$ cat config.mk
export PLATFORM = sky130hd
export DESIGN_NAME = wb_pipe_reg
export DESIGN_NICKNAME = d
export VERILOG_FILES = /design/src/rtl/wb_pkg.sv /design/src/rtl/sat_counter.sv /design/src/rtl/wb_pipe_reg.sv
export SDC_FILE = /design/constraint.sdc
export NUM_CORES = 1
export LEC_CHECK = 0
export CORE_UTILIZATION = 41
export CTS_BUF_LIST = sky130_fd_sc_hd__clkbuf_16
export DETAILED_ROUTE_END_ITERATION = 10
export PLACE_DENSITY = 0.85
export SLEW_MARGIN = 20
export SYNTH_ARGS = -nofsm -noshare
export SYNTH_HDL_FRONTEND = slang
export SYNTH_SLANG_ARGS = --single-unit
$ cat constraint.sdc
create_clock -name clk -period 2.7 [get_ports clk]
set_clock_uncertainty 0.1 [all_clocks]
set_input_delay 0.54 -clock clk [delete_from_list [all_inputs] [get_ports clk]]
set_output_delay 0.54 -clock clk [all_outputs]
set_load 0.01 [all_outputs]
$ cat src/rtl/wb_pkg.sv
// Shared definitions for the M->W pipeline register: default widths, the legal
// stage range, and the packed payload carried by every stage.
package wb_pkg;

  localparam int DATA_W_DEF = 32;
  localparam int ADDR_W_DEF = 5;
  localparam int CNT_W_DEF  = 16;
  localparam int STAGES_DEF = 1;
  localparam int STAGES_MIN = 1;
  localparam int STAGES_MAX = 4;

  // Payload fields are sized for the widest supported bus; narrower
  // instances zero-extend on entry and slice on exit.
  localparam int PAYLOAD_DATA_W = 64;
  localparam int PAYLOAD_ADDR_W = 8;

  typedef struct packed {
    logic                      valid;
    logic                      reg_write;
    logic                      mem_to_reg;
    logic [PAYLOAD_DATA_W-1:0] read_data;
    logic [PAYLOAD_DATA_W-1:0] alu_out;
    logic [PAYLOAD_ADDR_W-1:0] write_reg;
  } wb_stage_t;

  function automatic logic stages_legal(input int n);
    return (n >= STAGES_MIN) && (n <= STAGES_MAX);
  endfunction

endpackage

$ cat src/rtl/sat_counter.sv
// Up-counter that sticks at all-ones; synchronous active-low clear.
module sat_counter
  import wb_pkg::*;
#(
  parameter int W = CNT_W_DEF
) (
  input  logic         clk,
  input  logic         reset,
  input  logic         inc,
  output logic [W-1:0] count
);

  logic [W-1:0] count_d;
  logic [W-1:0] count_q;

  always_comb begin
    count_d = count_q;
    if (inc && (count_q != '1)) begin
      count_d = count_q + W'(1);
    end
  end

  always_ff @(posedge clk) begin
    if (!reset) begin
      count_q <= '0;
    end else begin
      count_q <= count_d;
    end
  end

  assign count = count_q;

endmodule

$ cat src/rtl/wb_pipe_reg.sv
// Configurable-depth M->W pipeline register with stall/flush, zero-register
// write suppression and saturating retire/bubble performance counters.
module wb_pipe_reg
  import wb_pkg::*;
#(
  parameter int DATA_W     = DATA_W_DEF,
  parameter int ADDR_W     = ADDR_W_DEF,
  parameter int STAGES     = STAGES_DEF,
  parameter int ZERO_GUARD = 1,
  parameter int CNT_W      = CNT_W_DEF
) (
  input  logic              clk,
  input  logic              reset,
  input  logic              valid_m,
  input  logic              reg_write_m,
  input  logic              mem_to_reg_m,
  input  logic [DATA_W-1:0] read_data_m,
  input  logic [DATA_W-1:0] alu_out_m,
  input  logic [ADDR_W-1:0] write_reg_m,
  input  logic              stall_w,
  input  logic              flush_w,
  output logic              valid_w,
  output logic              reg_write_w,
  output logic              mem_to_reg_w,
  output logic [DATA_W-1:0] read_data_w,
  output logic [DATA_W-1:0] alu_out_w,
  output logic [ADDR_W-1:0] write_reg_w,
  output logic [DATA_W-1:0] result_w,
  output logic [CNT_W-1:0]  retire_cnt,
  output logic [CNT_W-1:0]  bubble_cnt
);

  if (!stages_legal(STAGES) || (DATA_W > PAYLOAD_DATA_W) || (ADDR_W > PAYLOAD_ADDR_W)) begin : g_bad_params
    $error("wb_pipe_reg: unsupported parameter combination");
  end

  logic      zero_dest;
  logic      advance;
  logic      retire_inc;
  logic      bubble_inc;
  wb_stage_t entry;
  wb_stage_t stage_src [STAGES];
  wb_stage_t stage_d   [STAGES];
  wb_stage_t stage_q   [STAGES];

  assign zero_dest = (ZERO_GUARD != 0) && (write_reg_m == '0);
  assign advance   = !stall_w && !flush_w;

  // An empty slot or a write to the hard-wired zero register must never write back.
  always_comb begin
    entry            = '0;
    entry.valid      = valid_m;
    entry.reg_write  = valid_m && reg_write_m && !zero_dest;
    entry.mem_to_reg = mem_to_reg_m;
    entry.read_data  = PAYLOAD_DATA_W'(read_data_m);
    entry.alu_out    = PAYLOAD_DATA_W'(alu_out_m);
    entry.write_reg  = PAYLOAD_ADDR_W'(write_reg_m);
  end

  for (genvar k = 0; k < STAGES; k++) begin : g_stage
    if (k == 0) begin : g_head
      assign stage_src[k] = entry;
    end else begin : g_link
      assign stage_src[k] = stage_q[k-1];
    end

    // Flush beats stall; reset beats both in the flop below.
    always_comb begin
      stage_d[k] = stage_src[k];
      if (flush_w) begin
        stage_d[k] = '0;
      end else if (stall_w) begin
        stage_d[k] = stage_q[k];
      end
    end

    always_ff @(posedge clk) begin
      if (!reset) begin
        stage_q[k] <= '0;
      end else begin
        stage_q[k] <= stage_d[k];
      end
    end
  end

  assign valid_w      = stage_q[STAGES-1].valid;
  assign reg_write_w  = stage_q[STAGES-1].reg_write;
  assign mem_to_reg_w = stage_q[STAGES-1].mem_to_reg;
  assign read_data_w  = stage_q[STAGES-1].read_data[DATA_W-1:0];
  assign alu_out_w    = stage_q[STAGES-1].alu_out[DATA_W-1:0];
  assign write_reg_w  = stage_q[STAGES-1].write_reg[ADDR_W-1:0];
  assign result_w     = mem_to_reg_w ? read_data_w : alu_out_w;

  // Counters judge the entry leaving the last stage on this edge.
  assign retire_inc = advance && valid_w && reg_write_w;
  assign bubble_inc = advance && !valid_w;

  sat_counter #(
    .W(CNT_W)
  ) u_retire_cnt (
    .clk  (clk),
    .reset(reset),
    .inc  (retire_inc),
    .count(retire_cnt)
  );

  sat_counter #(
    .W(CNT_W)
  ) u_bubble_cnt (
    .clk  (clk),
    .reset(reset),
    .inc  (bubble_inc),
    .count(bubble_cnt)
  );

endmodule

Yosys cells after proc, flatten, opt, wreduce, memory -nomap -nowiden:

Memory sizes are Yosys's and may differ from the RTL's.
Index checks and enable logic that the tools add are counted.

* add/subtract/negate cells: 2
* eq/ne operators: 2
* mux-type cells: 7
* reduce and logical (&&, ||, !) cells: 14

Operators by type and width (count)
* 139-bit 2-to-1 mux: 3
* 139-bit OR reduction: 1
* 16-bit by 1-bit adder with 16-bit output, second input constant: 2
* 32-bit 2-to-1 mux: 1
* 16-bit != test, second input constant: 2
* 1-bit logical AND: 8
* 5-bit zero test: 1
* 1-bit zero test: 4
* 1-bit 2-to-1 mux: 3

* bits in registers: 32
* memory bits (writable): 139
* bits of input ports: 76
* output and inout port bits: 136
* logic and storage cells: 28
* memories: 1

Memory list
* stage_q: words 1, width 139, rd ports 1, clocked after Yosys merged registers in 0, write ports 1, RTL line wb_pipe_reg.sv:44 `wb_stage_t stage_q [STAGES];`

Depth between registers and ports, before layout:

Gate-level depths: netlist (run 1).

* word-level depth: 6
* gate-level depth with buffers: 6
* mapped depth without buffers: 5

Modules after synthesis:

A second synthesis (run 1) with hierarchy kept.

* cell total of the unflattened synthesis: 470
* area total of the unflattened synthesis: 4634.4 um^2

Modules (own cells, without submodules)
* wb_pipe_reg: times used 1, cells each 276, area each 2960.3 um^2, sequential area each 1441.4 um^2
* sat_counter: times used 2, cells each 97, area each 837.1 um^2, sequential area each 320.3 um^2

Worst setup path before layout (run 1):

OpenSTA, ideal clock, no wires.

* kind: input to register
* from: input port flush_w
* to: register u_retire_cnt.count_q[15] (netlist: u_retire_cnt.count[15])
* arrival: 2.019 ns
* data required time: 2.530 ns
* slack: 0.511 ns
* stages on the path: 5
* path buffers: 1
* cell sequence: nand4bb_4 or4_1 buf_2 or4_1 a21oi_1

* cells in the longest elaborated chain, start to end: 5

Ends and longest elaborated chain
* start, declared: RTL line wb_pipe_reg.sv:21 `input logic flush_w,`
* 1-bit zero test: RTL line wb_pipe_reg.sv:47 `assign advance = !stall_w && !flush_w;`
* 1-bit logical AND: RTL line wb_pipe_reg.sv:47
* 1-bit logical AND (2 in series): RTL line wb_pipe_reg.sv:95 `assign retire_inc = advance && valid_w && reg_write_w;`
* 1-bit logical AND: RTL line sat_counter.sv:18 `if (inc && (count_q != '1)) begin`
* end signal, assigned: RTL line sat_counter.sv:27 `count_q <= count_d;`
* end, declared: RTL line sat_counter.sv:14 `logic [W-1:0] count_q;`

Every way passes these cells.
A chain may end at the register's enable or synchronous reset.

Worst setup path after layout (run 1):

* from: memory stage_q[0][136] (netlist bit)
* to: output port result_w[14]

* cells in the longest elaborated chain, start to end: 2

Ends and longest elaborated chain
* start, declared: RTL line wb_pipe_reg.sv:44
* memory 1 x 139 bit
* 32-bit 2-to-1 mux: RTL line wb_pipe_reg.sv:92 `assign result_w = mem_to_reg_w ? read_data_w : alu_out_w;`
* end, declared: RTL line wb_pipe_reg.sv:28 `output logic [DATA_W-1:0] result_w,`

Every way passes these cells.

==> results of run 1 <==
power breakdown:
part,leakage [nW],switching (mW),total (mW),internal (mW)
clock,0.158,0.582,1.40,0.815
combinational,1.68,0.172,0.437,0.265
sequential,0.845,0.0315,1.60,1.57
synthesized netlist by cell type, drive strengths merged, types with 7 or more instances:
library cell  count
dfxtp           104
nor2             76
mux2i            75
mux2             32
a21oi            24
nand2            20
clkbuf           19
or4              16
o31ai            14
nand4            10
buf               9
nor3              8
inv               7
nand3             7
worst max-delay path: stages, from the launching register on:
cell and delay (ns):
dfxtp_1 0.36, buf_12 0.21, mux2_2 0.36, clkdlybuf4s50_1 0.53
per-stage QoR:
step	setup TNS [ns]	instance area (µm²)	power, mW
2_1_floorplan	0	4540	1.81
3_3_place_gp	0	6840	2.06
3_5_place_dp	-0.00188	6840	2.07
4_1_cts	0	7160	3.47
5_1_grt	0	7160	3.56
6_report	0	7160	3.43
cell families after synthesis:
kind of cell	Yosys count	share of synthesized area, %
adders and majority gates	2	0.551
and+or+nand+nor	164	18.3
buffers and inverters	35	2.92
muxes	107	24.5
DFF	104	45.9
AOI/OAI and AO/OA	57	7.94
layout by cell type, fill, tap and decap left out, types with 2 or more instances in the layout:
| cell | synthesis | final |
|---|---|---|
| a21oi_1 | 24 | 24 |
| a31oi_1 | 2 | 2 |
| and3_1 | 3 | 3 |
| and4_1 | 3 | 3 |
| buf_12 | 0 | 2 |
| buf_4 | 0 | 11 |
| bufinv_16 | 0 | 2 |
| clkbuf_16 | 0 | 9 |
| clkdlybuf4s50_1 | 0 | 210 |
| dfxtp_1 | 104 | 104 |
| ha_1 | 2 | 2 |
| inv_1 | 7 | 8 |
| inv_6 | 0 | 2 |
| mux2_2 | 32 | 32 |
| mux2i_1 | 75 | 75 |
| nand2_1 | 20 | 20 |
| nand2b_1 | 6 | 5 |
| nand3_1 | 7 | 7 |
| nand4_1 | 10 | 10 |
| nor2_1 | 76 | 76 |
| nor3_1 | 8 | 8 |
| nor4_1 | 4 | 4 |
| o21a_1 | 2 | 2 |
| o21ai_0 | 6 | 6 |
| o311ai_0 | 2 | 2 |
| o31ai_1 | 14 | 14 |
| o41ai_1 | 3 | 3 |
| or3_1 | 6 | 6 |
| or4_1 | 16 | 16 |
worst min path at each step:
stage	end	slack, ns
6_report	stage_q[0][137]	0.39
5_1_grt	stage_q[0][138]	0.39
4_1_cts	stage_q[0][137]	0.38
3_5_place_dp	u_bubble_cnt.count[15]	0.40
3_3_place_gp	stage_q[0][1]	0.38
2_1_floorplan	u_bubble_cnt.count[15]	0.41
per-layer routing:
layer  GRT usage, %  share of wire (%)
met1           25.7                 37
met2           44.1                 51
met3           11.0                9.3
met4           10.1                2.9
met5              0                  0
state kept, by name, summed over array words and instances (netlist names):
register            count
u_bubble_cnt.count     16
stage_q                72
u_retire_cnt.count     16
final cells by class:
cell class	instances	area [µm²]	area share, %
Clock buffer	9	225	3.15
Clock inverter	7	93.8	1.31
Multi-Input combinational cell	330	2330	32.5
Tap cell	140	175	2.45
Sequential cell	104	2080	29.1
Timing Repair Buffer	223	2220	31.1
Inverter	7	26.3	0.367
==> flow_metrics.py, run 1 <==
metrics = {
    "outcome": {
        "status": "finished, final reports clean",
    },
    "drt": {
        "route.detailed.drc": 0,
        "via_per_inst": 5.40,
        "totalWireLength_mm": 14.1,
        "wl_per_cell_um": 17.2,
        "dr.pass1.iters": 5,
        "ant_nets": 0,
        "vias": 4432,
        "drt_iter0_drc": 228,
    },
    "worst_setup_path": {
        "r2r-start": "u_retire_cnt.count[2]",
        "worst_setup_path_end_kind": "primary output",
        "cp-endpoint": "result_w[14]",
        "start_kind": "flop",
        "path_class": "reg2out",
        "worstReg2RegEnd": "u_retire_cnt.count[11]",
        "ff2ff_setup_slack_ns": 0.54,
        "critPathLaunch": "stage_q[0][136]",
        "reg2reg_depth": 5,
        "worstPathRequired_ns": 2.06,
        "crit_arrival_ns": 1.83,
        "cp_max_fo": 34,
    },
    "finish": {
        "drive_above_1_share_pct": 9.41,
        "syn_to_final_growth_pct": 57.6,
        "antennaDiodeCount": 0,
        "fin_cells": 820,
        "nFillCells": 830,
        "nets": 753,
        "fin_util_pct": 66.3,
    },
    "timing": {
        "fmax_mhz": 404,
        "slew_viol_final": 0,
        "rsz0062_at_grt": "no",
        "worst_slew_pin_slew_ns": 0.724,
        "fin_ws_ns": 0.228,
        "final_hold_viol_count": 0,
        "setup_viol": 0,
        "whs_ns": 0.389,
        "period_share_pct": 91.6,
        "min_period_ns": 2.47,
        "slew_headroom_pct": 51.8,
    },
    "synthesis": {
        "synth_top_area_share_pct": 45.9,
        "ys_ff_latch": 104,
        "syn_nets": 547,
        "ys_seq_area_share_pct": 45.9,
        "netlist_top_cells_area": "dfxtp_1 (46%), mux2i_1 (17%), mux2_2 (7.9%)",
        "synth_area_um2": 4540,
        "synth_edf_count": 0,
        "syn-instance-count": 469,
        "synth_warnings": 0,
        "synth_cell_types": 35,
        "synth_area_per_cell_um2": 9.68,
        "yosysTopAreaCell": "dfxtp_1",
        "async_flop_share_pct": 0,
        "synthFlopType": "dfxtp_1",
    },
    "global_routing": {
        "antenna_found_initial": 0,
        "grt_max_degree": 73,
        "grt-ovfl-total": 0,
        "grt_pass1_wl_mm": 22.2,
        "grtUsageTotal_pct": 25.0,
        "grt_pass1_vias": 4485,
    },
    "die": {
        "row_count": 38,
        "die_x_um": 107,
        "dieHeight_um": 107,
        "io_pins": 212,
        "start_util_pct": 42.1,
        "die_area_um2": 11500,
        "fp.coreArea_um2": 10800,
    },
    "hold_path": {
        "hold_class": "in2reg",
        "holdPathStages": 3,
        "min_from": "stall_w",
    },
    "clock_tree": {
        "numCtsBuffers": 9,
        "ctsHoldBuffers": 0,
        "clock_sinks": 104,
        "cts_tree": "yes",
        "cts_max_path_buffers": 2,
        "h-tree-depth": 3,
        "post_cts_resized": 0,
        "clk_latency_ns": 0.34,
        "cts.reportedPaths.clkPinSlew_ns": 0.07,
        "postCtsSetupRepairBufs": 0,
        "clock_tree.root_cell": "clkbuf_16",
    },
    "place": {
        "io_buffers": 211,
        "globalplace.congestion": 0.845,
        "dp_cells": 804,
        "place_ws_ns": -0.00188,
        "hpwl_mm": 10.2,
    },
    "power": {
        "p_per_area_nw_per_um2": 480,
        "p_leak_nw": 2.68,
        "ir_drop_mv": 0.485,
    },
    "flow_run": {
        "cap_violations": 0,
    },
}
(Power assumes the default switching activity.)
==> inputs of run 2 (changes only) <==
CTS_BUF_LIST = not set   (was sky130_fd_sc_hd__clkbuf_16)
CTS_CLUSTER_DIAMETER = 40   (was not set)
==> flow_metrics.py, run 2 (synthesized netlist as in run 1, its figures left out) <==
metrics = {
    "global_routing": {
        "grt_pass1_wl_mm": 21.8,
        "grt_pass1_vias": 4405,
        "grtUsageTotal_pct": 24.4,
        "antenna_found_initial": 0,
        "grt-ovfl-total": 0,
        "grt_max_degree": 73,
    },
    "timing": {
        "fin_ws_ns": 0.194,
        "period_share_pct": 92.8,
        "setup_viol": 0,
        "min_period_ns": 2.51,
        "fmax_mhz": 399,
        "worst_slew_pin_slew_ns": 0.715,
        "whs_ns": 0.349,
        "slew_viol_final": 0,
        "final_hold_viol_count": 0,
        "slew_headroom_pct": 52.4,
        "rsz0062_at_grt": "no",
        "fin_setup_tns_ns": 0,
    },
    "die": {
        "start_util_pct": 42.1,
        "row_count": 38,
        "die_x_um": 107,
        "die_area_um2": 11500,
        "dieHeight_um": 107,
        "fp.coreArea_um2": 10800,
        "io_pins": 212,
    },
    "worst_setup_path": {
        "path_class": "reg2out",
        "worstPathRequired_ns": 2.06,
        "cp_max_fo": 34,
        "path_cells": "buf_12 -> mux2_2 -> clkdlybuf4s50_1",
        "worst_setup_path_end_kind": "primary output",
        "max_stage_delay_ns": 0.51,
        "cp_slowest_cell": "clkdlybuf4s50_1",
        "start_kind": "flop",
        "crit_arrival_ns": 1.87,
    },
    "clock_tree": {
        "ctsHoldBuffers": 0,
        "cts_tree": "yes",
        "clock_sinks": 104,
        "clk_latency_ns": 0.38,
        "h-tree-depth": 3,
        "cts_max_path_buffers": 2,
        "cts.reportedPaths.clkPinSlew_ns": 0.10,
        "post_cts_resized": 0,
        "postCtsSetupRepairBufs": 0,
        "numCtsBuffers": 9,
        "clock_tree.root_cell": "clkbuf_8",
    },
    "finish": {
        "largest-register": "stage_q",
        "nets": 753,
        "layout_common_cells": "clkdlybuf4s50_1 (210), dfxtp_1 (104), nor2_1 (76)",
        "antennaDiodeCount": 0,
        "fin_cells": 820,
        "largest_register_ffs": 72,
        "syn_to_final_growth_pct": 55.4,
        "layout_commonest_cell": "clkdlybuf4s50_1",
        "drive_above_1_share_pct": 9.41,
    },
    "drt": {
        "totalWireLength_mm": 13.9,
        "dr.pass1.iters": 4,
        "ant_nets": 0,
        "route.detailed.drc": 0,
        "drt_iter0_drc": 184,
        "via_per_inst": 5.37,
        "vias": 4400,
        "wl_per_cell_um": 16.9,
    },
    "power": {
        "p_leak_nw": 2.63,
        "p_per_area_nw_per_um2": 442,
        "ir_drop_mv": 0.495,
        "power_mw": 3.12,
    },
    "place": {
        "io_buffers": 211,
        "hpwl_mm": 10.2,
        "place_ws_ns": -0.00188,
        "globalplace.congestion": 0.845,
        "dp_cells": 804,
    },
    "flow_run": {
        "cap_violations": 0,
    },
    "outcome": {
        "status": "finished, final reports clean",
    },
    "hold_path": {
        "hold_class": "in2reg",
    },
}
==> run 2: cell count changes in the layout (fill, tap and decap cells not counted) <==
cell,previous run,this run
clkbuf_1,0,1
inv_1,8,7
clkbuf_8,0,9
clkbuf_16,9,0
==> run 2: final timing paths <==
kind                           from                     end  slack, ns  cells past startpoint
max                 stage_q[0][136]            result_w[13]       0.19                      3
min reg2reg  u_bubble_cnt.count[15]  u_bubble_cnt.count[15]       0.41                      2
min                         stall_w         stage_q[0][137]       0.35                      3
max reg2reg   u_retire_cnt.count[0]   u_retire_cnt.count[8]       0.52                      5
==> run 2: critical path: cells and delay by family, from the launching register on <==
family | cells | cell delay (ns)
buffers and inverters | 2 | 0.73
multiplexers | 1 | 0.38
flip-flops | 1 | 0.37
==> run 2: layout make-up <==
type,instances,area [µm²]
sequential,104,2080
tap,140,175
fill,849,3740
clock buffer,10,128
timing repair buffer,223,2220
inverter,7,26.3
clock inverter,6,90.1
multi-input combinational,330,2330
==> run 2: report_power, final <==
| group | internal, mW | switching, mW |
|---|---|---|
| clock network | 0.528 | 0.555 |
| registers | 1.57 | 0.0307 |
| logic | 0.265 | 0.170 |
==> run 2: metal layers <==
layer | share of wire [%] | track usage, %
met4 | 2.6 | 8.90
met1 | 37 | 25.1
met5 | 0 | 0
met3 | 10 | 11.6
met2 | 50 | 42.9
==> run 2: through the flow <==
stage | utilization [%] | cell area [µm²]
after global placement | 63.3 | 6840
after detailed placement | 63.3 | 6840
after global routing | 65.4 | 7050
after floorplan | - | 4540
after CTS | 65.4 | 7050
final | 65.4 | 7050
